## src/rtl/nibble_serial_comparator_ctrl.sv

```systemverilog
// Nibble-serial unsigned magnitude comparator.
// One look-ahead cell is reused each cycle, walking from the most significant
// nibble down. The compare stops at the first nibble that differs.

// Marks the most significant differing bit of two nibbles (one-hot, or zero if equal).
module look_ahead_logic_cell (
  input  logic [3:0] a,
  input  logic [3:0] b,
  output logic [3:0] c
);

  logic [3:0] diff;

  assign diff = a ^ b;

  assign c[3] = diff[3];
  assign c[2] = diff[2] & ~diff[3];
  assign c[1] = diff[1] & ~(|diff[3:2]);
  assign c[0] = diff[0] & ~(|diff[3:1]);

endmodule

module nibble_serial_comparator_ctrl #(
  parameter int WIDTH = 32
) (
  input  logic                          i_CLK,
  input  logic                          i_RST,
  input  logic                          i_START,
  output logic                          o_READY,
  input  logic [WIDTH-1:0]              i_OPERAND_A,
  input  logic [WIDTH-1:0]              i_OPERAND_B,
  input  logic                          i_ABORT,
  output logic                          o_BUSY,
  output logic                          o_DONE,
  output logic                          o_A_GT_B,
  output logic                          o_A_LT_B,
  output logic                          o_A_EQ_B,
  output logic [$clog2(WIDTH/4):0]      o_CYCLES
);

  localparam int N  = WIDTH / 4;
  localparam int CW = $clog2(N) + 1;
  localparam int IW = (N > 1) ? $clog2(N) : 1;

  generate
    if ((WIDTH % 4) != 0 || WIDTH < 4) begin : g_bad_width
      $error("nibble_serial_comparator_ctrl: WIDTH must be a multiple of 4 and at least 4");
    end
  endgenerate

  typedef enum logic [1:0] {
    ST_IDLE = 2'd0,
    ST_SCAN = 2'd1,
    ST_DONE = 2'd2
  } state_t;

  state_t            state;
  logic [WIDTH-1:0]  a_reg;
  logic [WIDTH-1:0]  b_reg;
  logic [IW-1:0]     index;
  logic [3:0]        a_nib;
  logic [3:0]        b_nib;
  logic [3:0]        cell_out;
  logic              a_bit_at_diff;

  logic              ready_q;
  logic              busy_q;
  logic              done_q;
  logic              gt_q;
  logic              lt_q;
  logic              eq_q;
  logic [CW-1:0]     cycles_q;

  // Select the nibble pair currently under examination from the latched operands.
  always_comb begin
    a_nib = '0;
    b_nib = '0;
    for (int i = 0; i < N; i++) begin
      if (index == IW'(i)) begin
        a_nib = a_reg[4*i +: 4];
        b_nib = b_reg[4*i +: 4];
      end
    end
  end

  look_ahead_logic_cell u_cell (
    .a (a_nib),
    .b (b_nib),
    .c (cell_out)
  );

  // A's bit at the first differing position decides which operand is larger.
  assign a_bit_at_diff = |(a_nib & cell_out);

  // Sequencer: accept, scan nibbles MSB first, pulse done, return to idle.
  always_ff @(posedge i_CLK) begin
    if (i_RST) begin
      state    <= ST_IDLE;
      a_reg    <= '0;
      b_reg    <= '0;
      index    <= '0;
      ready_q  <= 1'b1;
      busy_q   <= 1'b0;
      done_q   <= 1'b0;
      gt_q     <= 1'b0;
      lt_q     <= 1'b0;
      eq_q     <= 1'b0;
      cycles_q <= '0;
    end else begin
      case (state)
        ST_IDLE: begin
          done_q <= 1'b0;
          if (i_START) begin
            a_reg    <= i_OPERAND_A;
            b_reg    <= i_OPERAND_B;
            index    <= IW'(N - 1);
            gt_q     <= 1'b0;
            lt_q     <= 1'b0;
            eq_q     <= 1'b0;
            cycles_q <= '0;
            ready_q  <= 1'b0;
            busy_q   <= 1'b1;
            state    <= ST_SCAN;
          end
        end

        ST_SCAN: begin
          if (i_ABORT) begin
            ready_q <= 1'b1;
            busy_q  <= 1'b0;
            state   <= ST_IDLE;
          end else if (cell_out != 4'b0000) begin
            gt_q     <= a_bit_at_diff;
            lt_q     <= ~a_bit_at_diff;
            eq_q     <= 1'b0;
            cycles_q <= CW'(N) - CW'(index);
            busy_q   <= 1'b0;
            done_q   <= 1'b1;
            state    <= ST_DONE;
          end else if (index == '0) begin
            eq_q     <= 1'b1;
            cycles_q <= CW'(N);
            busy_q   <= 1'b0;
            done_q   <= 1'b1;
            state    <= ST_DONE;
          end else begin
            index <= index - IW'(1);
          end
        end

        ST_DONE: begin
          done_q  <= 1'b0;
          ready_q <= 1'b1;
          state   <= ST_IDLE;
        end

        default: begin
          done_q  <= 1'b0;
          busy_q  <= 1'b0;
          ready_q <= 1'b1;
          state   <= ST_IDLE;
        end
      endcase
    end
  end

  assign o_READY  = ready_q;
  assign o_BUSY   = busy_q;
  assign o_DONE   = done_q;
  assign o_A_GT_B = gt_q;
  assign o_A_LT_B = lt_q;
  assign o_A_EQ_B = eq_q;
  assign o_CYCLES = cycles_q;

endmodule

```

## config.mk

```make
export PLATFORM = sky130hd
export DESIGN_NAME = nibble_serial_comparator_ctrl
export DESIGN_NICKNAME = d
export VERILOG_FILES = /design/src/rtl/nibble_serial_comparator_ctrl.sv
export SDC_FILE = /design/constraint.sdc
export NUM_CORES = 1
export LEC_CHECK = 0
export ABC_CLOCK_PERIOD_IN_PS = 4300
export CORE_ASPECT_RATIO = 0.8
export CORE_MARGIN = 2
export CORE_UTILIZATION = 41
export CTS_CLUSTER_DIAMETER = 40
export DETAILED_ROUTE_END_ITERATION = 7
export PLACE_DENSITY = 0.66
export SYNTH_ARGS = -nofsm -noshare
export SYNTH_HDL_FRONTEND = slang
export SYNTH_SLANG_ARGS = --single-unit
```

## constraint.sdc

```tcl
create_clock -name i_CLK -period 4.3 [get_ports i_CLK]
set_input_delay 0.86 -clock i_CLK [delete_from_list [all_inputs] [get_ports i_CLK]]
set_output_delay 0.86 -clock i_CLK [all_outputs]
set_load 0.01 [all_outputs]
```

==> results.sh, run 1 <==
export IMPL_status="finished clean"
export IMPL_postRouteAntennaNets=0
export IMPL_clock_sinks=79
export IMPL_synth_fp_nets=582
export IMPL_synthCells=506
export IMPL_final_cell_count_no_fill=680
export IMPL_synth_edf_count=0
export IMPL_finalHoldViolCount=0
export IMPL_critPathKind="register to register"
export IMPL_num_io_pins=78
export IMPL_grt_max_degree=65
export IMPL_cp_start_kind="register"
export IMPL_synth_area_leaders="dfxtp_1 42%, nand2_1 15%, a21oi_1 11%"
export IMPL_cts_resized=0
export IMPL_combPwrFrac=0.227
export IMPL_crit_start="index[1]"
export IMPL_firstDrtPassIters=4
export IMPL_period_minus_slack_ns=3.67
export IMPL_cp_max_fo=19
export IMPL_setup_tns_ns=0
export IMPL_antenna_found_initial=0
export IMPL_r2r_end="index[1]"
export IMPL_final_setup_viol_count=0
export IMPL_grt_pass1_vias=3370
export IMPL_fin_util=0.541
export IMPL_drt_iter0_markers=263
export IMPL_p_leak_nw=1.84
export IMPL_die_h_microns=90.1
export IMPL_n_antenna_cell=0
export IMPL_worstPathArrival_ns=3.90
export IMPL_pwr_share_clk=0.371
export IMPL_drv_slew=0
export IMPL_cts_htree_levels=3
export IMPL_clk_pin_slew_worst_paths_ns=0.06
export IMPL_dr_total_vias=3590
export IMPL_max_slew_margin_rel=0.538
export IMPL_cp_required_ns=4.52
export IMPL_worstRegToRegCells=13
export IMPL_overflow=0
export IMPL_gp_congestion=0.862
export IMPL_max_cap_viol_count=0
export IMPL_tightest_slew_ns=0.686
export IMPL_die_x_microns=112
export IMPL_crit_top_cell="ha_1"
export IMPL_synth_avg_cell_area_sq_um=7.50
export IMPL_layout_nets=636
export IMPL_fmax_mhz=272
export IMPL_grt_pass1_wl_mm=16.7
export IMPL_routedWlPerCell_microns=14.9
export IMPL_synth_flop_cell="dfxtp_1"
export IMPL_worstSetupEndpointType="register"
export IMPL_synth_top_area_frac=0.416
export IMPL_layout_drive_gt1_share=0.0584
export IMPL_routed_wl_mm=10.1
export IMPL_ys_seq_elements=79
export IMPL_total_power_mw=2.04
export IMPL_cts_buffers=9
export IMPL_endpoint="index[1]"
export IMPL_fin_skew_ns=0.00879
export IMPL_dpl_hpwl_mm=7.21
export IMPL_hp_class="register to register"
export IMPL_initial_utilization=0.420
export IMPL_whs_ns=0.455
export IMPL_cellPowerDensity_nw_per_um2=417
export IMPL_ys_async_sr_fraction=0
export IMPL_cts_root_buf="clkbuf_16"
export IMPL_crit_slowest_cell="ha_1"
export IMPL_area_delta_synth_final_pct=28.7
export IMPL_rows=31
export IMPL_yosysTopAreaCell="dfxtp_1"
export IMPL_swShare=0.290
export IMPL_period_share=0.854
export IMPL_p_int_mw=1.45
export IMPL_vias_per_cell=5.28
export IMPL_drc_errors=0
export IMPL_gr_usage_all_layers=0.203
export IMPL_fp_coreArea_sq_um=9040
export IMPL_grt_setup_unrepaired="false"
export IMPL_ctsHoldBuffers=0
export IMPL_placed_cells=664
export IMPL_regToRegSetupSlack_ns=0.63
export IMPL_crit_chain="inv_1 > ha_1 > or2_1 > a21oi_1 > a22oi_1 > o311ai_0 > o21ai_0 > ha_1 > o21ai_1 > nor2_1 > and4_4 > a21oi_2 > mux2_1"
export IMPL_p_seq_frac=0.402
export IMPL_ys_seq_area_frac=0.416
export IMPL_io_buffers=77
export IMPL_syn_area_sq_um=3800
export IMPL_clock_latency_ns=0.33
export IMPL_cts_path_max_buffers=2
export IMPL_dieArea_sq_um=10100
export IMPL_p_switching_mw=0.593
export IMPL_r2r_start="index[1]"
export IMPL_tritoncts="yes"
export IMPL_ir_drop_v=0.000192
export IMPL_yosys_warnings=0
export IMPL_ys_types=56
export IMPL_max_stage_delay_ns=0.44
export IMPL_cts_setup_buffers=0
## cells in the final DEF, fill, tap and decap left out, types with 3 or more instances in the layout
master | synthesis | layout
nand3_1 | 4 | 4
clkinv_2 | 0 | 3
clkdlybuf4s50_1 | 0 | 76
nand2b_1 | 4 | 3
a311oi_1 | 3 | 3
clkbuf_16 | 0 | 9
o21ai_1 | 3 | 3
dfxtp_1 | 79 | 79
o221ai_1 | 3 | 3
a21oi_1 | 86 | 86
o21ai_0 | 15 | 15
and2_1 | 3 | 3
nor2b_1 | 6 | 5
nand3b_1 | 7 | 7
a22oi_1 | 3 | 3
nor3_1 | 5 | 5
a211oi_1 | 4 | 4
nor3b_1 | 9 | 9
nor2_1 | 18 | 18
o211ai_1 | 5 | 5
inv_1 | 8 | 8
nand2_1 | 150 | 150
a31oi_1 | 5 | 5
and3_1 | 4 | 4
buf_4 | 0 | 7
ha_1 | 8 | 8
## how the worst min path moves through the flow
stage | start | end | slack, ns | cells past startpoint
after global placement | b_reg[23] | b_reg[23] | 0.45 | 2
after CTS | b_reg[23] | b_reg[23] | 0.46 | 2
after detailed placement | b_reg[23] | b_reg[23] | 0.45 | 2
after floorplan | a_reg[17] | a_reg[17] | 0.43 | 2
final | b_reg[23] | b_reg[23] | 0.46 | 2
after global routing | b_reg[18] | b_reg[18] | 0.48 | 2
## synthesized netlist by cell type (all sizes together), types with 4 or more instances
| master | instances |
|---|---|
| a211oi | 4 |
| a21oi | 87 |
| a31oi | 5 |
| and2 | 4 |
| and3 | 4 |
| buf | 9 |
| clkbuf | 32 |
| dfxtp | 79 |
| ha | 8 |
| inv | 8 |
| nand2 | 150 |
| nand2b | 4 |
| nand3 | 4 |
| nand3b | 7 |
| nor2 | 19 |
| nor2b | 6 |
| nor3 | 5 |
| nor3b | 9 |
| o211ai | 6 |
| o21ai | 18 |
## layout make-up
class	instances	area [sq um]
repair buffers	84	818
fillers	894	4150
multi-input cells	378	2020
inverters	8	30.0
clock inverters	6	60.1
well taps	115	144
clock buffers	10	239
flip-flops and latches	79	1580
## logic make-up (layout without fill, tap and decap cells)
group	count (synthesis)	in the layout	synth area share
AO/OA/AOI/OAI	145	145	0.230
AND/OR/NAND/NOR	221	221	0.261
buffers and inverters	49	108	0.0554
flip-flops	79	79	0.416
multiplexers	2	2	0.00560
XOR/XNOR	1	1	0.00231
adder cells (fa/ha/maj)	9	9	0.0290
## layer usage
| layer | track usage | share of wire |
|---|---|---|
| met5 | 0 | 0 |
| met4 | 0.0422 | 0.0082 |
| met3 | 0.0587 | 0.059 |
| met2 | 0.287 | 0.42 |
| met1 | 0.305 | 0.51 |
## power groups by stage
stage | sequential (mW) | combinational (mW) | clock, mW
3_5_place_dp | 0.836 | 0.458 | 0
5_1_grt | 0.826 | 0.511 | 0.807
6_report | 0.821 | 0.463 | 0.757
3_3_place_gp | 0.835 | 0.449 | 0
4_1_cts | 0.820 | 0.461 | 0.770
2_1_floorplan | 0.825 | 0.321 | 0
## per-stage QoR
| stage | area, sq um | setup slack (ns) |
|---|---|---|
| global placement | 4590 | 0.873 |
| global route | 4890 | 0.399 |
| floorplan | 3800 | 1.11 |
| detailed placement | 4590 | 0.774 |
| finish | 4890 | 0.628 |
| CTS | 4890 | 0.689 |
## critical path, delay by kind of cell (launching register included)
| family | cells | cell delay, ns |
|---|---|---|
| AO/OA/AOI/OAI | 6 | 1.34 |
| adder cells (fa/ha/maj) | 2 | 0.77 |
| buffers and inverters | 1 | 0.12 |
| flip-flops | 1 | 0.37 |
| multiplexers | 1 | 0.34 |
| AND/OR/NAND/NOR | 3 | 0.62 |
No activity file was read; power rests on OpenSTA's default activity.
==> inputs of run 2 (changes only) <==
Settings changed: ABC_AREA set to 0.
==> results of run 2 <==
The final DEF is identical to that of run 1; final timing and power are the same.
==> inputs of run 3 (changes only) <==
Settings changed: CORE_MARGIN 2 to unset, GPL_TIMING_DRIVEN set to 0.
==> run 3 against run 2 <==
The flow now finishes with violations (DRC); sequential power hardly changed; combinational power is 10% higher; via count is 4.5% higher; global-route usage is 5.1 points higher; register-to-register slack worse by 0.34 ns; clock-buffer cell count stayed put; critical path type unchanged; critical endpoint is now o_CYCLES[3].
==> results.sh, run 3 (synthesis gave the netlist of run 1 again) <==
export IMPL_dpl_hpwl_mm=8.64
export IMPL_fp_coreArea_sq_um=9040
export IMPL_regToRegSetupSlack_ns=0.29
export IMPL_max_cap_viol_count=0
export IMPL_layout_drive_gt1_share=0.0470
export IMPL_die_x_microns=110
export IMPL_fmax_mhz=249
export IMPL_total_power_mw=2.08
export IMPL_r2r_start="index[2]"
export IMPL_p_leak_nw=1.87
export IMPL_firstDrtPassIters=6
export IMPL_cp_max_fo=10
export IMPL_clock_latency_ns=0.33
export IMPL_rows=31
export IMPL_grt_max_degree=13
export IMPL_grt_pass1_vias=3418
export IMPL_layout_nets=669
export IMPL_drv_slew=0
export IMPL_whs_ns=0.450
export IMPL_routedWlPerCell_microns=16.4
export IMPL_ir_drop_v=0.000210
export IMPL_cp_start_kind="register"
export IMPL_hp_class="register to register"
export IMPL_cellPowerDensity_nw_per_um2=417
export IMPL_postRouteAntennaNets=0
export IMPL_dieArea_sq_um=9650
export IMPL_io_buffers=76
export IMPL_cp_required_ns=4.51
export IMPL_worstPathArrival_ns=4.22
export IMPL_drt_iter0_markers=230
export IMPL_cts_root_buf="clkbuf_16"
export IMPL_fin_skew_ns=0.00357
export IMPL_cts_htree_levels=3
export IMPL_max_stage_delay_ns=0.43
export IMPL_n_antenna_cell=0
export IMPL_finalHoldViolCount=0
export IMPL_dr_total_vias=3750
export IMPL_initial_utilization=0.420
export IMPL_antenna_found_initial=0
export IMPL_min_delay_path_depth=2
export IMPL_mostFrequentLayoutCells="150 x nand2_1, 85 x a21oi_1, 79 x dfxtp_1, 76 x clkdlybuf4s50_1, 32 x clkbuf_1"
export IMPL_worstRegToRegCells=16
export IMPL_grt_setup_unrepaired="false"
export IMPL_clock_sinks=79
export IMPL_overflow=0
export IMPL_crit_start="index[2]"
export IMPL_gr_usage_all_layers=0.254
export IMPL_r2r_end="o_CYCLES[3]"
export IMPL_fillers=877
export IMPL_period_share=0.933
export IMPL_worstSetupEndpointType="register"
export IMPL_routed_wl_mm=11.6
export IMPL_grt_pass1_wl_mm=18.1
export IMPL_area_delta_synth_final_pct=31.5
export IMPL_tightest_slew_ns=0.796
export IMPL_final_setup_viol_count=0
export IMPL_vias_per_cell=5.27
export IMPL_period_minus_slack_ns=4.01
export IMPL_failed_checks="DRC"
export IMPL_final_common_cell="nand2_1"
export IMPL_crit_slowest_cell="clkbuf_1"
export IMPL_gp_congestion=0.864
export IMPL_cts_buffers=9
export IMPL_ctsHoldBuffers=0
export IMPL_die_h_microns=88.1
export IMPL_crit_chain="buf_2 > inv_1 > clkbuf_1 > ha_1 > inv_1 > a21oi_2 > a22oi_1 > o311ai_0 > o21ai_0 > ha_1 > o21ai_1 > nor2_1 > and4_4 > buf_6 > a311oi_1 > nor3_1"
export IMPL_hp_start="b_reg[17]"
export IMPL_num_io_pins=78
export IMPL_clk_pin_slew_worst_paths_ns=0.06
export IMPL_cts_path_max_buffers=2
export IMPL_critPathKind="register to register"
export IMPL_max_slew_margin_rel=0.464
export IMPL_setup_tns_ns=0
export IMPL_drc_errors=2
export IMPL_endpoint="o_CYCLES[3]"
export IMPL_tritoncts="yes"
export IMPL_status="complete, but fails checks"
[run 3: changes by cell type in the layout (fill, tap and decap cells not counted), moves of 2 or more]
cell and delta:
buf_1 +3, buf_2 +2, buf_4 -7, buf_6 +3
clkbuf_1 +32
[run 3: worst min path at each step]
stage                     end  slack [ns]
floorplan           a_reg[17]        0.43
global placement    b_reg[17]        0.44
detailed placement  b_reg[16]        0.44
CTS                 b_reg[16]        0.45
global route         b_reg[4]        0.48
finish              b_reg[17]        0.45
[run 3: through the flow]
stage	setup WS, ns	util	instances	instance area (sq um)
CTS	0.170	0.552	711	4990
detailed placement	0.206	0.520	697	4700
finish	0.288	0.552	711	4990
global route	0.00465	0.552	711	4990
global placement	0.250	0.520	697	4700
floorplan	1.11	-	506	3800
[run 3: critical path: cells and delay by family, from the launching register on]
kind	cells	cell delay, ns
buffers and inverters	5	1.00
AO/OA/AOI/OAI	6	1.43
AND/OR/NAND/NOR	3	0.37
flip-flops	1	0.31
adder cells (fa/ha/maj)	2	0.76
[run 3: report_power, final]
part	total [mW]	switching (mW)	internal (mW)	leakage [nW]
clock	0.748	0.291	0.457	0.140
sequential	0.821	0.0352	0.785	0.649
combinational	0.511	0.293	0.218	1.08
total	2.08	0.620	1.46	1.87
[run 3: final cells by class]
class / count / area (sq um) / share of cell area
Clock inverter: 4 / 47.5 / 0.00952
Timing Repair Buffer: 76 / 761 / 0.152
Sequential cell: 79 / 1580 / 0.317
Inverter: 8 / 30.0 / 0.00602
Clock buffer: 10 / 239 / 0.0479
Multi-Input combinational cell: 378 / 2010 / 0.403
Buffer: 41 / 180 / 0.0361
Tap cell: 115 / 144 / 0.0288
[run 3: what timing repair did]
action | 4_1_cts | 5_1_grt
hold endpoints to repair | 0 | 0
setup endpoints to repair | 0 | 9
setup buffers | 0 | 0
resized for setup | 0 | 1
[run 3: layer usage]
metal,up-vias,track usage,routed length [microns]
li1,1909,-,-
met1,1714,0.377,5900
met2,119,0.384,4870
met3,8,0.0387,769
met4,0,0.0594,94
met5,-,0,0
